**src/rtl/commit_trace_buffer_if.sv**
```systemverilog
// rtl/commit_trace_buffer_if.sv - retirement observation bus from the MEM/WB stage
interface commit_trace_buffer_if #(
    parameter int PC_W   = 32,
    parameter int INST_W = 32
);
    logic              i_wb_vld;
    logic [PC_W-1:0]   i_wb_pc;
    logic [INST_W-1:0] i_wb_inst;
    logic              i_wb_ctrl;
    logic              i_wb_mispred;

    modport master (
        output i_wb_vld, i_wb_pc, i_wb_inst, i_wb_ctrl, i_wb_mispred
    );

    modport slave (
        input i_wb_vld, i_wb_pc, i_wb_inst, i_wb_ctrl, i_wb_mispred
    );
endinterface

```
**src/rtl/commit_trace_buffer.sv**
```systemverilog
// rtl/commit_trace_buffer.sv - retirement trace buffer with PC trigger and perf counters
module commit_trace_buffer #(
    parameter int DEPTH  = 16,
    parameter int PC_W   = 32,
    parameter int INST_W = 32,
    parameter int CNT_W  = 32,
    localparam int AW    = $clog2(DEPTH)
) (
    input  logic                 i_clk,
    input  logic                 i_reset,
    commit_trace_buffer_if.slave wb,
    input  logic                 i_arm,
    input  logic                 i_trig_en,
    input  logic [PC_W-1:0]      i_trig_pc,
    input  logic [AW:0]          i_post_cnt,
    input  logic [AW-1:0]        i_rd_idx,
    output logic [PC_W-1:0]      o_rd_pc,
    output logic [INST_W-1:0]    o_rd_inst,
    output logic [1:0]           o_rd_flags,
    output logic [AW:0]          o_count,
    output logic [1:0]           o_state,
    output logic [CNT_W-1:0]     o_cycles,
    output logic [CNT_W-1:0]     o_retired,
    output logic [CNT_W-1:0]     o_ctrl_cnt,
    output logic [CNT_W-1:0]     o_mispred_cnt
);
    typedef enum logic [1:0] {
        IDLE      = 2'b00,
        ARMED     = 2'b01,
        TRIGGERED = 2'b10,
        DONE      = 2'b11
    } state_t;

    localparam logic [AW:0]      FULL    = (AW+1)'(DEPTH);
    localparam logic [AW:0]      ONE_AW  = (AW+1)'(1);
    localparam logic [AW-1:0]    PTR_ONE = AW'(1);
    localparam logic [CNT_W-1:0] CNT_ONE = CNT_W'(1);
    localparam logic [CNT_W-1:0] CNT_MAX = '1;

    state_t            state;
    logic [AW-1:0]     wr_ptr;
    logic [AW:0]       remaining;
    logic [PC_W-1:0]   pc_mem   [DEPTH];
    logic [INST_W-1:0] inst_mem [DEPTH];
    logic [1:0]        flag_mem [DEPTH];

    logic          active;
    logic          capture;
    logic [AW-1:0] oldest;
    logic [AW-1:0] rd_slot;

    // Arm has priority, so a retire in the arm cycle is neither captured nor counted.
    assign active  = ((state == ARMED) || (state == TRIGGERED)) && !i_arm;
    assign capture = active && wb.i_wb_vld;
    assign oldest  = (o_count == FULL) ? wr_ptr : '0;
    assign rd_slot = oldest + i_rd_idx;
    assign o_state = state;

    // Capture FSM: pointer, fill level, post-trigger window and saturating counters.
    always_ff @(posedge i_clk or negedge i_reset) begin
        if (!i_reset) begin
            state         <= IDLE;
            wr_ptr        <= '0;
            o_count       <= '0;
            remaining     <= '0;
            o_cycles      <= '0;
            o_retired     <= '0;
            o_ctrl_cnt    <= '0;
            o_mispred_cnt <= '0;
        end else if (i_arm) begin
            state         <= ARMED;
            wr_ptr        <= '0;
            o_count       <= '0;
            remaining     <= '0;
            o_cycles      <= '0;
            o_retired     <= '0;
            o_ctrl_cnt    <= '0;
            o_mispred_cnt <= '0;
        end else begin
            if (active && o_cycles != CNT_MAX) begin
                o_cycles <= o_cycles + CNT_ONE;
            end
            if (capture) begin
                if (o_retired != CNT_MAX) begin
                    o_retired <= o_retired + CNT_ONE;
                end
                if (wb.i_wb_ctrl && o_ctrl_cnt != CNT_MAX) begin
                    o_ctrl_cnt <= o_ctrl_cnt + CNT_ONE;
                end
                if (wb.i_wb_mispred && o_mispred_cnt != CNT_MAX) begin
                    o_mispred_cnt <= o_mispred_cnt + CNT_ONE;
                end
                wr_ptr <= wr_ptr + PTR_ONE;
                if (o_count != FULL) begin
                    o_count <= o_count + ONE_AW;
                end
                if (state == ARMED) begin
                    if (i_trig_en && wb.i_wb_pc == i_trig_pc) begin
                        remaining <= i_post_cnt;
                        state     <= (i_post_cnt == '0) ? DONE : TRIGGERED;
                    end
                end else begin
                    // Remaining is at least one here; the retire that empties it closes the window.
                    remaining <= remaining - ONE_AW;
                    if (remaining == ONE_AW) begin
                        state <= DONE;
                    end
                end
            end
        end
    end

    // Trace storage write; contents are cleared by reset so stale traces never leak out.
    always_ff @(posedge i_clk or negedge i_reset) begin
        if (!i_reset) begin
            for (int i = 0; i < DEPTH; i++) begin
                pc_mem[i]   <= '0;
                inst_mem[i] <= '0;
                flag_mem[i] <= '0;
            end
        end else if (capture) begin
            pc_mem[wr_ptr]   <= wb.i_wb_pc;
            inst_mem[wr_ptr] <= wb.i_wb_inst;
            flag_mem[wr_ptr] <= {wb.i_wb_ctrl, wb.i_wb_mispred};
        end
    end

    // Registered readout relative to the oldest entry; indices past the fill level read zero.
    always_ff @(posedge i_clk or negedge i_reset) begin
        if (!i_reset) begin
            o_rd_pc    <= '0;
            o_rd_inst  <= '0;
            o_rd_flags <= '0;
        end else if ({1'b0, i_rd_idx} >= o_count) begin
            o_rd_pc    <= '0;
            o_rd_inst  <= '0;
            o_rd_flags <= '0;
        end else begin
            o_rd_pc    <= pc_mem[rd_slot];
            o_rd_inst  <= inst_mem[rd_slot];
            o_rd_flags <= flag_mem[rd_slot];
        end
    end
endmodule
```
**src/flat_wrapper.sv**
```systemverilog
// flat-port wrapper written by rule: the top's interface ports become plain ports
module commit_trace_buffer_flat 
#(
    parameter int DEPTH  = 16,
    parameter int PC_W   = 32,
    parameter int INST_W = 32,
    parameter int CNT_W  = 32,
    localparam int AW    = $clog2(DEPTH)
)
  (i_clk, i_reset, i_arm, i_trig_en, i_trig_pc, i_post_cnt, i_rd_idx, o_rd_pc, o_rd_inst, o_rd_flags, o_count, o_state, o_cycles, o_retired, o_ctrl_cnt, o_mispred_cnt, wb_i_wb_vld, wb_i_wb_pc, wb_i_wb_inst, wb_i_wb_ctrl, wb_i_wb_mispred);
  commit_trace_buffer_if #(.PC_W(PC_W), .INST_W(INST_W)) wb_i ();
  input  logic i_clk;
  input  logic i_reset;
  input  logic i_arm;
  input  logic i_trig_en;
  input  logic [PC_W-1:0] i_trig_pc;
  input  logic [AW:0] i_post_cnt;
  input  logic [AW-1:0] i_rd_idx;
  output logic [PC_W-1:0] o_rd_pc;
  output logic [INST_W-1:0] o_rd_inst;
  output logic [1:0] o_rd_flags;
  output logic [AW:0] o_count;
  output logic [1:0] o_state;
  output logic [CNT_W-1:0] o_cycles;
  output logic [CNT_W-1:0] o_retired;
  output logic [CNT_W-1:0] o_ctrl_cnt;
  output logic [CNT_W-1:0] o_mispred_cnt;
  input wire logic [$bits(wb_i.i_wb_vld)-1:0] wb_i_wb_vld;
  input wire logic [$bits(wb_i.i_wb_pc)-1:0] wb_i_wb_pc;
  input wire logic [$bits(wb_i.i_wb_inst)-1:0] wb_i_wb_inst;
  input wire logic [$bits(wb_i.i_wb_ctrl)-1:0] wb_i_wb_ctrl;
  input wire logic [$bits(wb_i.i_wb_mispred)-1:0] wb_i_wb_mispred;
  assign wb_i.i_wb_vld = wb_i_wb_vld;
  assign wb_i.i_wb_pc = wb_i_wb_pc;
  assign wb_i.i_wb_inst = wb_i_wb_inst;
  assign wb_i.i_wb_ctrl = wb_i_wb_ctrl;
  assign wb_i.i_wb_mispred = wb_i_wb_mispred;
  commit_trace_buffer #(.DEPTH(DEPTH), .PC_W(PC_W), .INST_W(INST_W), .CNT_W(CNT_W)) u_core (.i_clk(i_clk), .i_reset(i_reset), .wb(wb_i), .i_arm(i_arm), .i_trig_en(i_trig_en), .i_trig_pc(i_trig_pc), .i_post_cnt(i_post_cnt), .i_rd_idx(i_rd_idx), .o_rd_pc(o_rd_pc), .o_rd_inst(o_rd_inst), .o_rd_flags(o_rd_flags), .o_count(o_count), .o_state(o_state), .o_cycles(o_cycles), .o_retired(o_retired), .o_ctrl_cnt(o_ctrl_cnt), .o_mispred_cnt(o_mispred_cnt));
endmodule
```
**config.mk**
```make
export PLATFORM = sky130hd
export DESIGN_NAME = commit_trace_buffer_flat
export DESIGN_NICKNAME = d
export VERILOG_FILES = /design/src/rtl/commit_trace_buffer_if.sv /design/src/rtl/commit_trace_buffer.sv /design/src/flat_wrapper.sv
export SDC_FILE = /design/constraint.sdc
export NUM_CORES = 2
export LEC_CHECK = 0
export ABC_AREA = 1
export CAP_MARGIN = 0
export CORE_ASPECT_RATIO = 1.75
export CORE_MARGIN = 10
export CORE_UTILIZATION = 55
export DETAILED_ROUTE_END_ITERATION = 10
export GPL_ROUTABILITY_DRIVEN = 0
export GPL_TIMING_DRIVEN = 0
export PLACE_DENSITY = 0.74
export SYNTH_ARGS = -nofsm -noshare
export SYNTH_HDL_FRONTEND = slang
export SYNTH_SLANG_ARGS = --single-unit
```
**constraint.sdc**
```tcl
create_clock -name i_clk -period 8.62 [get_ports i_clk]
set_input_delay 1.293 -clock i_clk [delete_from_list [all_inputs] [get_ports i_clk]]
set_output_delay 1.293 -clock i_clk [all_outputs]
set_load 0.005 [all_outputs]
```
=== Word level (Yosys, flattened, before mapping) ===
Index checks and enable logic that the tools add are counted.
Widths: inputs -> output; s select.

* Output and inout port bits: 201
* Memories: 0
* RAM bits: 0
* Bits in registers: 1266
* Bits in latches: 0
* Bits in read-only memories: 0

* Reduce and logical (&&, ||, !) cells: 23
* Order comparisons: 4
* Add/subtract/negate cells: 8
* Shift operators: 0
* Muxes and demuxes: 46
* Equality and inequality tests: 11
* Div/mod/pow operators: 0
* Bitwise operators: 2
* Multiply operators: 0

{| class="wikitable"
|+ Operators by type and width
! kind !! count
|-
| $bwmux 512 || 2
|-
| $mux 32 || 18
|-
| $bmux 32 s4 || 2
|-
| $add 32x1->32 const B || 4
|-
| $demux 32 s4 || 1
|-
| $ne 32x32->1 const B || 4
|-
| $mux 5 || 7
|-
| $bwmux 32 || 1
|-
| $eq 32x32->1 || 1
|-
| $mux 2 || 9
|-
| $mux 4 || 3
|-
| $reduce_bool 2->1 || 6
|-
| $ge 5x5->1 const B || 2
|-
| $not 4->5 || 2
|-
| $reduce_and 2->1 || 5
|-
| $bmux 2 s4 || 1
|-
| $demux 2 s4 || 1
|-
| $logic_and 1x1->1 || 7
|-
| $add 5x1->5 const B || 1
|-
| $eq 5x1->1 const B || 1
|-
| $eq 5x5->1 const B || 1
|-
| $ge 4x5->1 || 1
|-
| $logic_not 5->1 || 1
|-
| $lt 5x1->1 const B || 1
|-
| 12 further kinds || 12
|}

=== Depth between registers and ports, before layout ===
* Depth after elaboration: 8
* Mapped depth: 18

=== Worst setup path before layout ===
Ideal clock, no wire load.

* Path kind: input-to-reg
* Start: input i_rd_idx[0]
* End: register u_core.o_rd_inst[11]
* Required time: 8.503 ns
* Cell stages on the path: 10
* Data arrival time: 3.156 ns
* Setup slack: 5.347 ns
* Setup time: 0.117 ns
* Cells stage by stage: ha_1 fa_1 buf_2 clkbuf_1 buf_1 nand3_1 nand3_1 o21ai_0 nor2_1 nor2_1

* Longest elaborated chain between the ends: 6

{| class="wikitable"
|+ RTL lines
! what !! RTL line !! source
|-
| start, declared || flat_wrapper.sv:18 || <nowiki>input logic [AW-1:0] i_rd_idx;</nowiki>
|-
| $add 4x4->4 || commit_trace_buffer.sv:56 || <nowiki>assign rd_slot = oldest + i_rd_idx;</nowiki>
|-
| $not 4->5 (implied by the code) || commit_trace_buffer.sv:140 || <nowiki>o_rd_inst <= inst_mem[rd_slot];</nowiki>
|-
| $bmux 32 s4 || commit_trace_buffer.sv:140 ||
|-
| $mux 32 (implied by the code) (2 in a row) || commit_trace_buffer.sv:140 ||
|-
| $mux 32 * || commit_trace_buffer.sv:134 || <nowiki>end else if ({1'b0, i_rd_idx} >= o_count) begin</nowiki>
|-
| end signal, assigned || commit_trace_buffer.sv:140 ||
|-
| end, declared || commit_trace_buffer.sv:18 || <nowiki>output logic [INST_W-1:0] o_rd_inst,</nowiki>
|}

Mark *: on every way between the ends. The rest lies on a longest branch, timed or not. The select of a mux whose other input is x is not followed.
A chain may end at the register's enable or synchronous reset.

=== Worst setup path in the final report ===
* Start: register u_core.o_count[0]
* End: register u_core.o_rd_pc[17]

* Longest elaborated chain between the ends: 8

{| class="wikitable"
|+ RTL lines
! what !! RTL line !! source
|-
| start, declared || commit_trace_buffer.sv:20 || <nowiki>output logic [AW:0] o_count,</nowiki>
|-
| start signal, assigned || commit_trace_buffer.sv:95 || <nowiki>o_count <= o_count + ONE_AW;</nowiki>
|-
| $eq 5x5->1 || commit_trace_buffer.sv:55 || <nowiki>assign oldest = (o_count == FULL) ? wr_ptr : '0;</nowiki>
|-
| $mux 4 || commit_trace_buffer.sv:55 ||
|-
| $add 4x4->4 || commit_trace_buffer.sv:56 ||
|-
| $not 4->5 (implied by the code) || commit_trace_buffer.sv:139 || <nowiki>o_rd_pc <= pc_mem[rd_slot];</nowiki>
|-
| $bmux 32 s4 || commit_trace_buffer.sv:139 ||
|-
| $mux 32 (implied by the code) (2 in a row) || commit_trace_buffer.sv:139 ||
|-
| $mux 32 * || commit_trace_buffer.sv:134 ||
|-
| end signal, assigned || commit_trace_buffer.sv:139 ||
|-
| end, declared || commit_trace_buffer.sv:17 || <nowiki>output logic [PC_W-1:0] o_rd_pc,</nowiki>
|}

Marks and branches as above.

==> results.sh <==
export IMPL_outcome="finished, violations left"
export IMPL_violations="capacitance limit, slew limit"
export IMPL_ir_worst_vdd_mv=0.1764
export IMPL_p_clk_frac=0.368
export IMPL_period_minus_slack_ps=5357
export IMPL_rsz0062_at_grt="false"
export IMPL_core_area_mm2=0.1085
export IMPL_antenna_left=0
export IMPL_syn_inst=7648
export IMPL_min_path_type="in2async"
export IMPL_numCtsBuffers=114
export IMPL_dpl_cell_area_mm2=0.06519
export IMPL_synth_nets=7781
export IMPL_yosys_warnings=0
export IMPL_yosysSeqAreaShare=0.5280
export IMPL_required_ps=9240
export IMPL_yosysTopAreaCell="dfrtp_1"
export IMPL_syn2layout_area_growth_pct=15.14
export IMPL_p_seq_frac=0.472
export IMPL_synth_cell_types=44
export IMPL_skew_ps=32.58
export IMPL_vias_per_cell=6.007
export IMPL_fp_dieH_um=456.9
export IMPL_firstDrtPassIters=8
export IMPL_synthTopCellsByCount="nand2_1, dfrtp_1, o21ai_0"
export IMPL_grt_usage=0.3759
export IMPL_wirelength_um=236400
export IMPL_critPathLaunchType="flip-flop"
export IMPL_r2r_cells=14
export IMPL_p_switching_mw=4.342
export IMPL_dp_hpwl_um=168400
export IMPL_cpMaxStageDelayCell="clkbuf_1"
export IMPL_netlist_area_leader_share=0.5280
export IMPL_path_cells="inv_1, ha_1, nand4_2, nor2_1, ha_1, fa_1, buf_2, clkbuf_1, clkbuf_1, nand3_1, nand3_1, o21ai_1, nor2_1, nor2_1"
export IMPL_die_w_um=269.7
export IMPL_clkLatencyLatePin_ps=770
export IMPL_power_total_mw=14.72
export IMPL_cp_max_fo=10
export IMPL_grt_pass1_vias=57160
export IMPL_path_class="reg2reg"
export IMPL_final_cell_area_mm2=0.06908
export IMPL_synthArstFlopShare=1.000
export IMPL_final_max_slew_viol_count=18
export IMPL_worstMarginPinSlew_ps=1628
export IMPL_grt_max_degree=177
export IMPL_yosysMostFrequentCell="nand2_1"
export IMPL_cpPeakStageDelay_ps=1070
export IMPL_fmax_mhz=186.7
export IMPL_drc_errors=0
export IMPL_synth_edf_count=0
export IMPL_post_cts_resized=0
export IMPL_p_int_mw=10.38
export IMPL_fin_crit_sh=0.6215
export IMPL_ys_flop_type="dfrtp_1"
export IMPL_p_per_area_mw_per_mm2=213.1
export IMPL_fin_tns_setup_ps=0
export IMPL_drv_cap=2
export IMPL_crit_top_cell="nor2_1"
export IMPL_ff2ff_setup_slack_ps=3260
export IMPL_io_buffers=312
export IMPL_grt_pass1_wl_um=350300
export IMPL_hold_buffers=0
export IMPL_overflow=0
export IMPL_final_util=0.6367
export IMPL_synthTopCellsByArea="dfrtp_1, nand2_1, o21ai_0"
export IMPL_arrival_ps=5980
export IMPL_post_cts_buffers=0
export IMPL_ys_seq_elements=1266
export IMPL_clk_pin_slew_ps=70
export IMPL_grt_antenna_before_repair=20
export IMPL_num_vias=57910
export IMPL_avgSynthCellArea_um2=7.845
export IMPL_drtIter0Drc=7344
export IMPL_cts_buffer_depth=3
export IMPL_dp_cells=9426
export IMPL_pin_count=313
export IMPL_cts_num_sinks=1266
export IMPL_drt_wirelength_per_cell_um=24.52
export IMPL_combPwrFrac=0.160
export IMPL_leakage_nw=31.79
export IMPL_drive_above_1_share=0.04955
export IMPL_fin_nets=8217
export IMPL_start_util=0.5530
export IMPL_cts_tree="done"
export IMPL_relSlewSlack=-0.08538
export IMPL_row_count=160
export IMPL_htree_levels=3
export IMPL_setup_viol_count_final=0
export IMPL_hold_viol_final=0
export IMPL_worst_setup_path_end_kind="flip-flop"
export IMPL_layoutNonFillerInstCount=9641
export IMPL_syn_area_mm2=0.06000
export IMPL_die_area_mm2=0.1232
export IMPL_cts_root_buf="clkbuf_16"
export IMPL_switching_share=0.2950
==> sequential cells by signal, summed over array words and instances (netlist names) <==
name and cells:
u_core.o_mispred_cnt 32, u_core.o_state 2, u_core.o_cycles 32, u_core.o_rd_inst 32, u_core.o_rd_pc 32, u_core.o_retired 32
u_core.o_ctrl_cnt 32, u_core.o_rd_flags 2, u_core.pc_mem 512, u_core.inst_mem 512, u_core.remaining 5, u_core.flag_mem 32
u_core.o_count 5, u_core.wr_ptr 4
==> layout make-up <==
class | instances | area (µm²)
Antenna cell | 10 | 25.02
Buffer | 550 | 2352
Clock buffer | 167 | 3283
Clock inverter | 38 | 575.6
Fill cell | 9571 | 39420
Inverter | 516 | 1937
Multi-Input combinational cell | 5316 | 24040
Sequential cell | 1266 | 31680
Tap cell | 1458 | 1824
Timing Repair Buffer | 320 | 3361
==> layer usage <==
metal	GRT usage	share of wire	up-vias	wire length [µm]
met2	0.6022	0.46	3573	109400
met5	0	0.00060	-	141
met4	0.3343	0.10	22	24050
met1	0.4048	0.33	27660	78460
met3	0.1050	0.10	1062	24410
li1	-	-	25590	-
==> worst paths after layout <==
check	startpoint	to
max	u_core.o_count[0]	u_core.o_rd_pc[17]
min	i_reset	u_core.inst_mem[445]
max reg2reg	u_core.o_count[0]	u_core.o_rd_pc[17]
min reg2reg	u_core.pc_mem[188]	u_core.pc_mem[188]
max in group asynchronous	i_reset	u_core.o_mispred_cnt[17]
min in group i_clk	u_core.pc_mem[188]	u_core.pc_mem[188]
==> cells in the final DEF, fill, tap and decap left out, types with 6 or more instances in the layout <==
cell type and n:
nand2_1 2228, dfrtp_1 1266, o21ai_0 1057, nand3_1 519, inv_1 505, nor2_1 492, a21oi_1 418, clkbuf_1 347
clkdlybuf4s50_1 311, o21ai_1 280, buf_2 162, clkbuf_16 115, xor2_1 62, nor3_1 60, o21a_1 58, buf_1 52
nand4_1 28, clkbuf_8 21, ha_1 20, clkinv_2 15, xnor2_1 14, bufinv_16 13, o22ai_1 12, inv_2 11
diode_2 10, o211ai_1 10, or2_1 10, buf_4 9, buf_16 9, nand2_2 8, buf_6 6
==> through the flow <==
| step | worst slack, ps | hold WS [ps] |
|---|---|---|
| 2_1_floorplan | 5347 | 447.8 |
| 3_3_place_gp | -50490 | 461.2 |
| 3_5_place_dp | 2795 | 472.3 |
| 4_1_cts | 3554 | 437.0 |
| 5_1_grt | 3286 | 441.9 |
| 6_report | 3263 | 417.1 |
==> power by group through the flow <==
stage | logic [mW] | registers, mW | clock network, mW
after floorplan | 1.33 | 6.95 | 0
after global placement | 2.22 | 7.08 | 0
after detailed placement | 2.29 | 7.03 | 0
after CTS | 2.30 | 6.93 | 5.39
after global routing | 2.60 | 7.01 | 5.64
final | 2.36 | 6.94 | 5.42
==> cells by family after synthesis <==
logic type / synth area share
simple gates: 0.2276
flops: 0.5280
buf+inv: 0.07136
fa+ha+maj: 0.004504
xor+xnor: 0.01136
compound gates: 0.1572
==> critical path, delay by kind of cell, from the launching register on <==
kind / cells / cell delay [ps]
flip-flops: 1 / 480
AO/OA/AOI/OAI: 1 / 80
buffers and inverters: 4 / 2720
AND/OR/NAND/NOR: 6 / 860
adder cells (fa/ha/maj): 3 / 1030
(Power assumes the default switching activity.)
